[config.mk]
export PLATFORM = sky130hd
export DESIGN_NAME = shift_arbiter_ctrl
export DESIGN_NICKNAME = d
export VERILOG_FILES = /design/src/rtl/shift_ctrl_pkg.sv /design/src/rtl/rr_arbiter_2.sv /design/src/rtl/shift_arbiter_ctrl.sv
export SDC_FILE = /design/constraint.sdc
export NUM_CORES = 1
export LEC_CHECK = 0
export CORE_MARGIN = 8
export CORE_UTILIZATION = 30
export CTS_CLUSTER_DIAMETER = 200
export DETAILED_ROUTE_END_ITERATION = 10
export DONT_BUFFER_PORTS = 1
export GPL_TIMING_DRIVEN = 0
export SYNTH_ARGS = -nofsm -noshare
export SYNTH_HDL_FRONTEND = slang
export SYNTH_SLANG_ARGS = --single-unit
[constraint.sdc]
create_clock -name clk -period 2 [get_ports clk]
set_input_delay 0.4 -clock clk [delete_from_list [all_inputs] [get_ports clk]]
set_output_delay 0.4 -clock clk [all_outputs]
set_load 0.1 [all_outputs]
[src/rtl/shift_ctrl_pkg.sv]
// Shared types and defaults for the shift arbiter controller.
// Tie-break policy is selected by SHFCTL_FIXED_PRIO_EN inside rr_arbiter_2.
package shift_ctrl_pkg;

    localparam int DW_DEF       = 16;
    localparam int SW_DEF       = 4;
    localparam int STEP_MAX_DEF = 4;

    localparam logic DIR_LEFT  = 1'b0;
    localparam logic DIR_RIGHT = 1'b1;

    typedef enum logic [1:0] {
        IDLE,
        LOAD,
        SHIFT,
        DONE
    } state_t;

endpackage

[src/rtl/rr_arbiter_2.sv]
// Two-way request arbiter with last-served pointer.
// Define SHFCTL_FIXED_PRIO_EN to make requester 0 always win ties (no pointer).
module rr_arbiter_2 (
    input  logic       clk,
    input  logic       rst,
    input  logic [1:0] req,
    input  logic       update,
    output logic [1:0] grant
);

`ifdef SHFCTL_FIXED_PRIO_EN
    logic unused_ok;
    assign unused_ok = &{1'b0, clk, rst, update};

    always_comb begin
        grant = 2'b00;
        if (req[0])
            grant = 2'b01;
        else if (req[1])
            grant = 2'b10;
    end
`else
    // Index of the requester served most recently; reset value lets 0 win first tie.
    logic last_reg;

    always_ff @(posedge clk or negedge rst) begin
        if (!rst)
            last_reg <= 1'b1;
        else if (update)
            last_reg <= grant[1];
    end

    always_comb begin
        grant = req;
        if (req == 2'b11)
            grant = last_reg ? 2'b01 : 2'b10;
    end
`endif

endmodule

[src/rtl/shift_arbiter_ctrl.sv]
// Sequences shift operations from two requesters onto one shared registered shifter.
// Tie-break policy follows SHFCTL_FIXED_PRIO_EN (see rr_arbiter_2).
module shift_arbiter_ctrl
    import shift_ctrl_pkg::*;
#(
    parameter int DW       = DW_DEF,
    parameter int SW       = SW_DEF,
    parameter int STEP_MAX = STEP_MAX_DEF
) (
    input  logic               clk,
    input  logic               rst,
    input  logic [1:0]         req_valid,
    output logic [1:0]         req_ready,
    input  logic [1:0][DW-1:0] req_data,
    input  logic [1:0][SW-1:0] req_amt,
    input  logic [1:0]         req_dir,
    output logic               rsp_valid,
    input  logic               rsp_ready,
    output logic               rsp_id,
    output logic [DW-1:0]      rsp_data,
    output logic               shf_load,
    output logic               shf_enb,
    output logic [DW-1:0]      shf_data,
    output logic [SW-1:0]      shf_value,
    output logic               shf_dir,
    input  logic [DW-1:0]      shf_q,
    output logic               busy
);

    localparam logic [SW-1:0] STEP = SW'(STEP_MAX);

    state_t        state_reg, state_next;
    logic [DW-1:0] data_reg;
    logic [SW-1:0] rem_reg;
    logic          dir_reg;
    logic          id_reg;

    logic [1:0]    grant;
    logic          accept;
    logic          sel;
    logic [SW-1:0] step;

    rr_arbiter_2 u_arb (
        .clk    (clk),
        .rst    (rst),
        .req    (req_valid),
        .update (accept),
        .grant  (grant)
    );

    assign accept = (state_reg == IDLE) && (grant != 2'b00);
    assign sel    = grant[1];
    assign step   = (rem_reg > STEP) ? STEP : rem_reg;

    always_ff @(posedge clk or negedge rst) begin
        if (!rst) begin
            state_reg <= IDLE;
            data_reg  <= '0;
            rem_reg   <= '0;
            dir_reg   <= 1'b0;
            id_reg    <= 1'b0;
        end else begin
            state_reg <= state_next;
            if (accept) begin
                data_reg <= req_data[sel];
                rem_reg  <= req_amt[sel];
                dir_reg  <= req_dir[sel];
                id_reg   <= sel;
            end else if (state_reg == SHIFT) begin
                rem_reg <= rem_reg - step;
            end
        end
    end

    always_comb begin
        state_next = state_reg;
        req_ready  = 2'b00;
        rsp_valid  = 1'b0;
        rsp_id     = 1'b0;
        rsp_data   = '0;
        shf_load   = 1'b0;
        shf_enb    = 1'b0;
        shf_data   = '0;
        shf_value  = '0;
        shf_dir    = DIR_LEFT;
        case (state_reg)
            IDLE: begin
                // Gate with reset so grants vanish the moment reset asserts.
                req_ready = rst ? grant : 2'b00;
                if (accept)
                    state_next = LOAD;
            end
            LOAD: begin
                shf_load   = 1'b1;
                shf_data   = data_reg;
                shf_dir    = dir_reg;
                state_next = (rem_reg == '0) ? DONE : SHIFT;
            end
            SHIFT: begin
                shf_enb   = 1'b1;
                shf_value = step;
                shf_dir   = dir_reg;
                if (rem_reg == step)
                    state_next = DONE;
            end
            DONE: begin
                rsp_valid = 1'b1;
                rsp_id    = id_reg;
                rsp_data  = shf_q;
                shf_dir   = dir_reg;
                if (rsp_ready)
                    state_next = IDLE;
            end
            default: state_next = IDLE;
        endcase
    end

    assign busy = (state_reg != IDLE);

endmodule

### Word-level counts from Yosys, hierarchy flattened

Index checks and enable logic that the tools add are counted.

* register bits after elaboration: 25
* input bits: 63
* output and inout bits: 44
* word-level logic and storage cells: 51

* add/subtract/negate cells: 1
* order comparisons: 2
* eq/ne operators: 8
* mux-type cells: 26
* reductions and logical operators: 8

Operators by type and width (number)
* 16-bit two-way mux: 4
* 4-bit two-way mux: 6
* 2-bit two-way mux: 7
* 1-bit two-way mux: 8
* 2-bit case mux with 4 select lines: 1
* 2-bit equality test (second input constant): 3
* 2-bit nonzero test: 3
* 4-bit equality test: 1
* 4-bit by 3-bit > comparator with 1-bit output (second input constant): 1
* 4-bit zero test: 1
* 2-bit inequality test (second input constant): 2
* 4-bit subtractor: 1
* 3-bit AND reduction: 1
* 3-bit OR reduction: 1
* 2-bit by 1-bit equality test with 1-bit output (second input constant): 1
* 2-bit zero test: 1
* 1-bit by 2-bit < comparator with 1-bit output (second input constant): 1
* 2-bit by 1-bit inequality test with 1-bit output (second input constant): 1
* 1-bit logical AND: 1

### Logic depth before layout (Yosys ltp)

Gate-level depths: netlist (run 1).

* depth after elaboration: 6
* depth in mapped cells: 6
* depth with buffers taken out: 6

### Modules after synthesis

Synthesis (run 1) repeated with hierarchy kept, for this count alone.

* cells, all modules: 177
* area, all modules: 1630.3 µm²

Modules (own cells, without submodules)
* shift_arbiter_ctrl: instances 1, cells an instance 172, area each 1566.5 µm², sequential area each 600.6 µm²
* rr_arbiter_2: instances 1, cells an instance 5, area each 63.8 µm², sequential area each 26.3 µm²

### Worst setup path before layout (run 1)

OpenSTA, ideal clock, no wires.

* kind: flip-flop to output port
* from: register state_reg[0]
* to: output port shf_value[2]
* arrival: 2.851 ns
* data required time: 1.600 ns
* path slack: -1.251 ns
* cell stages (with the launch flop): 5
* buffers on the path: 0
* cells stage by stage: dfrtp_1 inv_1 ha_1 inv_1 nor2_1

* word-level cells in the longest chain between the ends: 2

RTL lines
* from (decl): line shift_arbiter_ctrl.sv:32 `state_t state_reg, state_next;`
* from (signal assigned): line shift_arbiter_ctrl.sv:63 `state_reg <= state_next;`
* 2-bit equality test: line shift_arbiter_ctrl.sv:86 `case (state_reg)`
* 4-bit two-way mux: line shift_arbiter_ctrl.sv:86
* to (decl): line shift_arbiter_ctrl.sv:24 `output logic [SW-1:0] shf_value,`

Every way passes these cells.

### Worst setup path in the final report (run 1)

* from: register state_reg[1]
* to: output port shf_data[3]

* word-level cells in the longest chain between the ends: 2

RTL lines
* 2-bit by 1-bit equality test with 1-bit output: line shift_arbiter_ctrl.sv:86
* 16-bit two-way mux: line shift_arbiter_ctrl.sv:86
* to (decl): line shift_arbiter_ctrl.sv:23 `output logic [DW-1:0] shf_data,`

Every way passes these cells.

==> metrics.md, run 1 <==
| Metric | Value |
|---|---|
| Area growth, synth to finish | 32.0% |
| DRC viols | 0 |
| Final WS setup | -148 ps |
| DP Area | around 1800 um2 |
| Hold crit path type | in -> reg |
| WHS Path Cells | 2 |
| DP HPWL | 3.83 mm |
| Initial core utilization | 31.3% |
| Vias in the first global route | roughly 1500 |
| Final hold slack | 259 ps |
| Fmax | 466 MHz |
| Clk sink count | 25 |
| TritonRoute pass-1 iters | 4 |
| Routed Wire Length | just over 5 mm |
| FF-to-FF setup slack | roughly 30 ps |
| WP data required | 1600 ps |
| Post-route clock period utilization | 107% |
| Die Span Y | a little under 90 um |
| Max Fanout on Critical Path | 8 |
| Outcome | finished, violations left |
| Critical Path Source | state_reg[1] |
| Yosys warns | 0 |
| Critical path endpoint | shf_data[3] |
| DR iter-0 viols | 19 |
| Post-route cell area | 2140 um2 |
| Clock transition at the registers of the reported paths | 90 ps |
| Routed vias/inst | 4.97 |
| Main synth FF type | dfrtp_1 |
| Clock Tree Buf Depth | 2 |
| Pre-CTS worst setup slack | -525 ps |
| WL per Instance | between 15 and 20 um |
| Violated checks | setup timing |
| H-tree Lvls | 1 |
| Root buffer cell | clkbuf_8 |
| Layout cell share with drive strength beyond 1 | 41.1% |
| Crit start category | register |
| I/O Pins | 107 |
| Async S/R FF share, synth | between 90% and 100% |
| Gpl congestion | 0.734 |
| # diodes | 0 |
| Critical path class | reg -> out |
| Clock latency on the worst-skew pair | 270 ps |
| Final #Nets | 272 |
| Synth unique cells | 33 |
| Syn Inst Count | 179 |
| Worst Skew | 4.32 ps |
| GRT overflow | 0 |
| Reg2reg start | state_reg[1] |
| Largest net degree at the start of global routing | 26 |
| Clock buffer count from CTS | 3 |
| PortBufs | 0 |
| Total die area | 8010 um2 |
| Worst-Margin Slew | 623 ps |
| Synthesized area per cell | 9.06 um2 |
| Most frequent cells in the layout | and2_4 (32), nand2_1 (24), dfrtp_1 (22), mux2i_1 (18), o21ai_1 (18) |
| Max cap viols | 0 |
| Post-Syn Area | between 1500 and 2000 um2 |
| Vias | 1351 |
| Rel. slew slack | 58.4% |
| Critical path endpoint category | output port |
| Die Span X | 89.5 um |
| CP max-delay cell | and2_2 |
| Seq/Total Area, Yosys | 38.7% |
| Worst stage delay on the critical path | 560 ps |
| GRT Total Usage | 12.7% |
| Unrepaired setup endpoints after global routing | true |
| Max reg flops | 16 |
| First-pass GRT wire length | 7.63 mm |
| Crit path DAT | 1750 ps |
| Critical path cell sequence | inv_2 -> ha_4 -> and2_2 |
| Fin crit period | between 2000 and 2500 ps |
| Reg2reg path depth | 8 |
| Number of synthesized flops with an enable pin | 0 |
| Initial antenna violation count | 0 |
| Worst R2R End | state_reg[1] |
| Fin util | slightly above 40% |
| Most common cell after layout, fill and taps aside | and2_4 |
| #FFs+latches synth | 25 |
| Num rows | 26 |
| CTS tree | done |
| Core Footprint | 5170 um2 |
| Endpoints failing setup | 39 |
| Antenna Nets Post-Route | 0 |
| Max Slew Vio Count | 0 |
| Fin. Hold Viols | 0 |
## cells by family (layout without fill, tap and decap cells)
group / Yosys count / after routing / synth area share [%]
buffers and inverters: 15 / 37 / 5.56
xor gates and xnor gates: 1 / 1 / 0.540
DFF: 25 / 25 / 38.7
AOI/OAI and AO/OA: 34 / 34 / 13.0
and+or+nand+nor: 77 / 77 / 25.3
muxes: 19 / 19 / 11.8
other: 2 / 3 / 0.463
adders and majority gates: 6 / 6 / 4.63
## worst min path at each step
stage,start,slack [ps],end
3_3_place_gp,rst,110,data_reg[13]
5_1_grt,req_amt[6],260,rem_reg[2]
2_1_floorplan,rst,100,data_reg[0]
4_1_cts,req_amt[1],260,rem_reg[1]
3_5_place_dp,rst,110,data_reg[13]
6_report,req_amt[1],260,rem_reg[1]
## cells in the mapped netlist, types with 2 or more instances
master | n | area (um2)
a31oi_1 | 2 | 12.5
and2_1 | 34 | 213
and3_1 | 4 | 25.0
buf_2 | 2 | 10.0
clkbuf_1 | 5 | 18.8
conb_1 | 2 | 7.51
dfrtp_1 | 24 | 601
ha_1 | 6 | 75.1
inv_1 | 5 | 18.8
mux2i_1 | 18 | 180
nand2_1 | 24 | 90.1
nand3_2 | 2 | 20.0
nor2_1 | 7 | 26.3
nor2b_1 | 3 | 18.8
o21ai_0 | 4 | 20.0
o21ai_1 | 18 | 90.1
o221ai_1 | 2 | 17.5
o31ai_1 | 2 | 15.0
## metal layers
metal  vias up  wire length (um)  track usage [%]
met1       622              2070             14.2
li1        639                 -                -
met5         -                 0                0
met4         0                43             3.17
met3         5               651             4.78
met2        85              2360             22.0
## what timing repair did
action,in CTS,in global routing
setup buffers,12,2
cloned,2,0
endpoints found under the hold margin,25,0
resized for setup,56,8
setup endpoints to repair,42,41
hold buffers,2,0
pin swaps,25,18
## through the flow
step / TNS, ps / instances
after global routing: -5630 / 272
after global placement: -7190 / 250
after floorplan: -2630 / 180
final: -3090 / 272
after CTS: -4570 / 270
after detailed placement: -8050 / 250
## worst max-delay path, delay by kind of cell (launching register included)
family                   cells  cell delay, ps
adder cells (fa/ha/maj)      1             390
buffers and inverters        1              80
flip-flops                   1             440
AND/OR/NAND/NOR              1             560
## final cells by class
| class | count | area (um2) |
|---|---|---|
| Multi-Input combinational cell | 140 | 1070 |
| Fill cell | 525 | 3030 |
| Sequential cell | 25 | 629 |
| Inverter | 5 | 25.0 |
| Clock buffer | 4 | 45.0 |
| Tap cell | 70 | 87.6 |
| Timing Repair Buffer | 18 | 173 |
| Buffer | 10 | 110 |
Power of run 1 is left out: the tool's default activity adds up to more than one toggle a clock period on the data nets, which glitch-free logic cannot reach.
==> run 2, diff against run 1 <==
Settings changed: CTS_CLUSTER_DIAMETER 200 to default.
==> results of run 2 <==
No change in the layout: final DEF, timing and power equal those of run 1.
Power of run 2 is left out for the same reason.
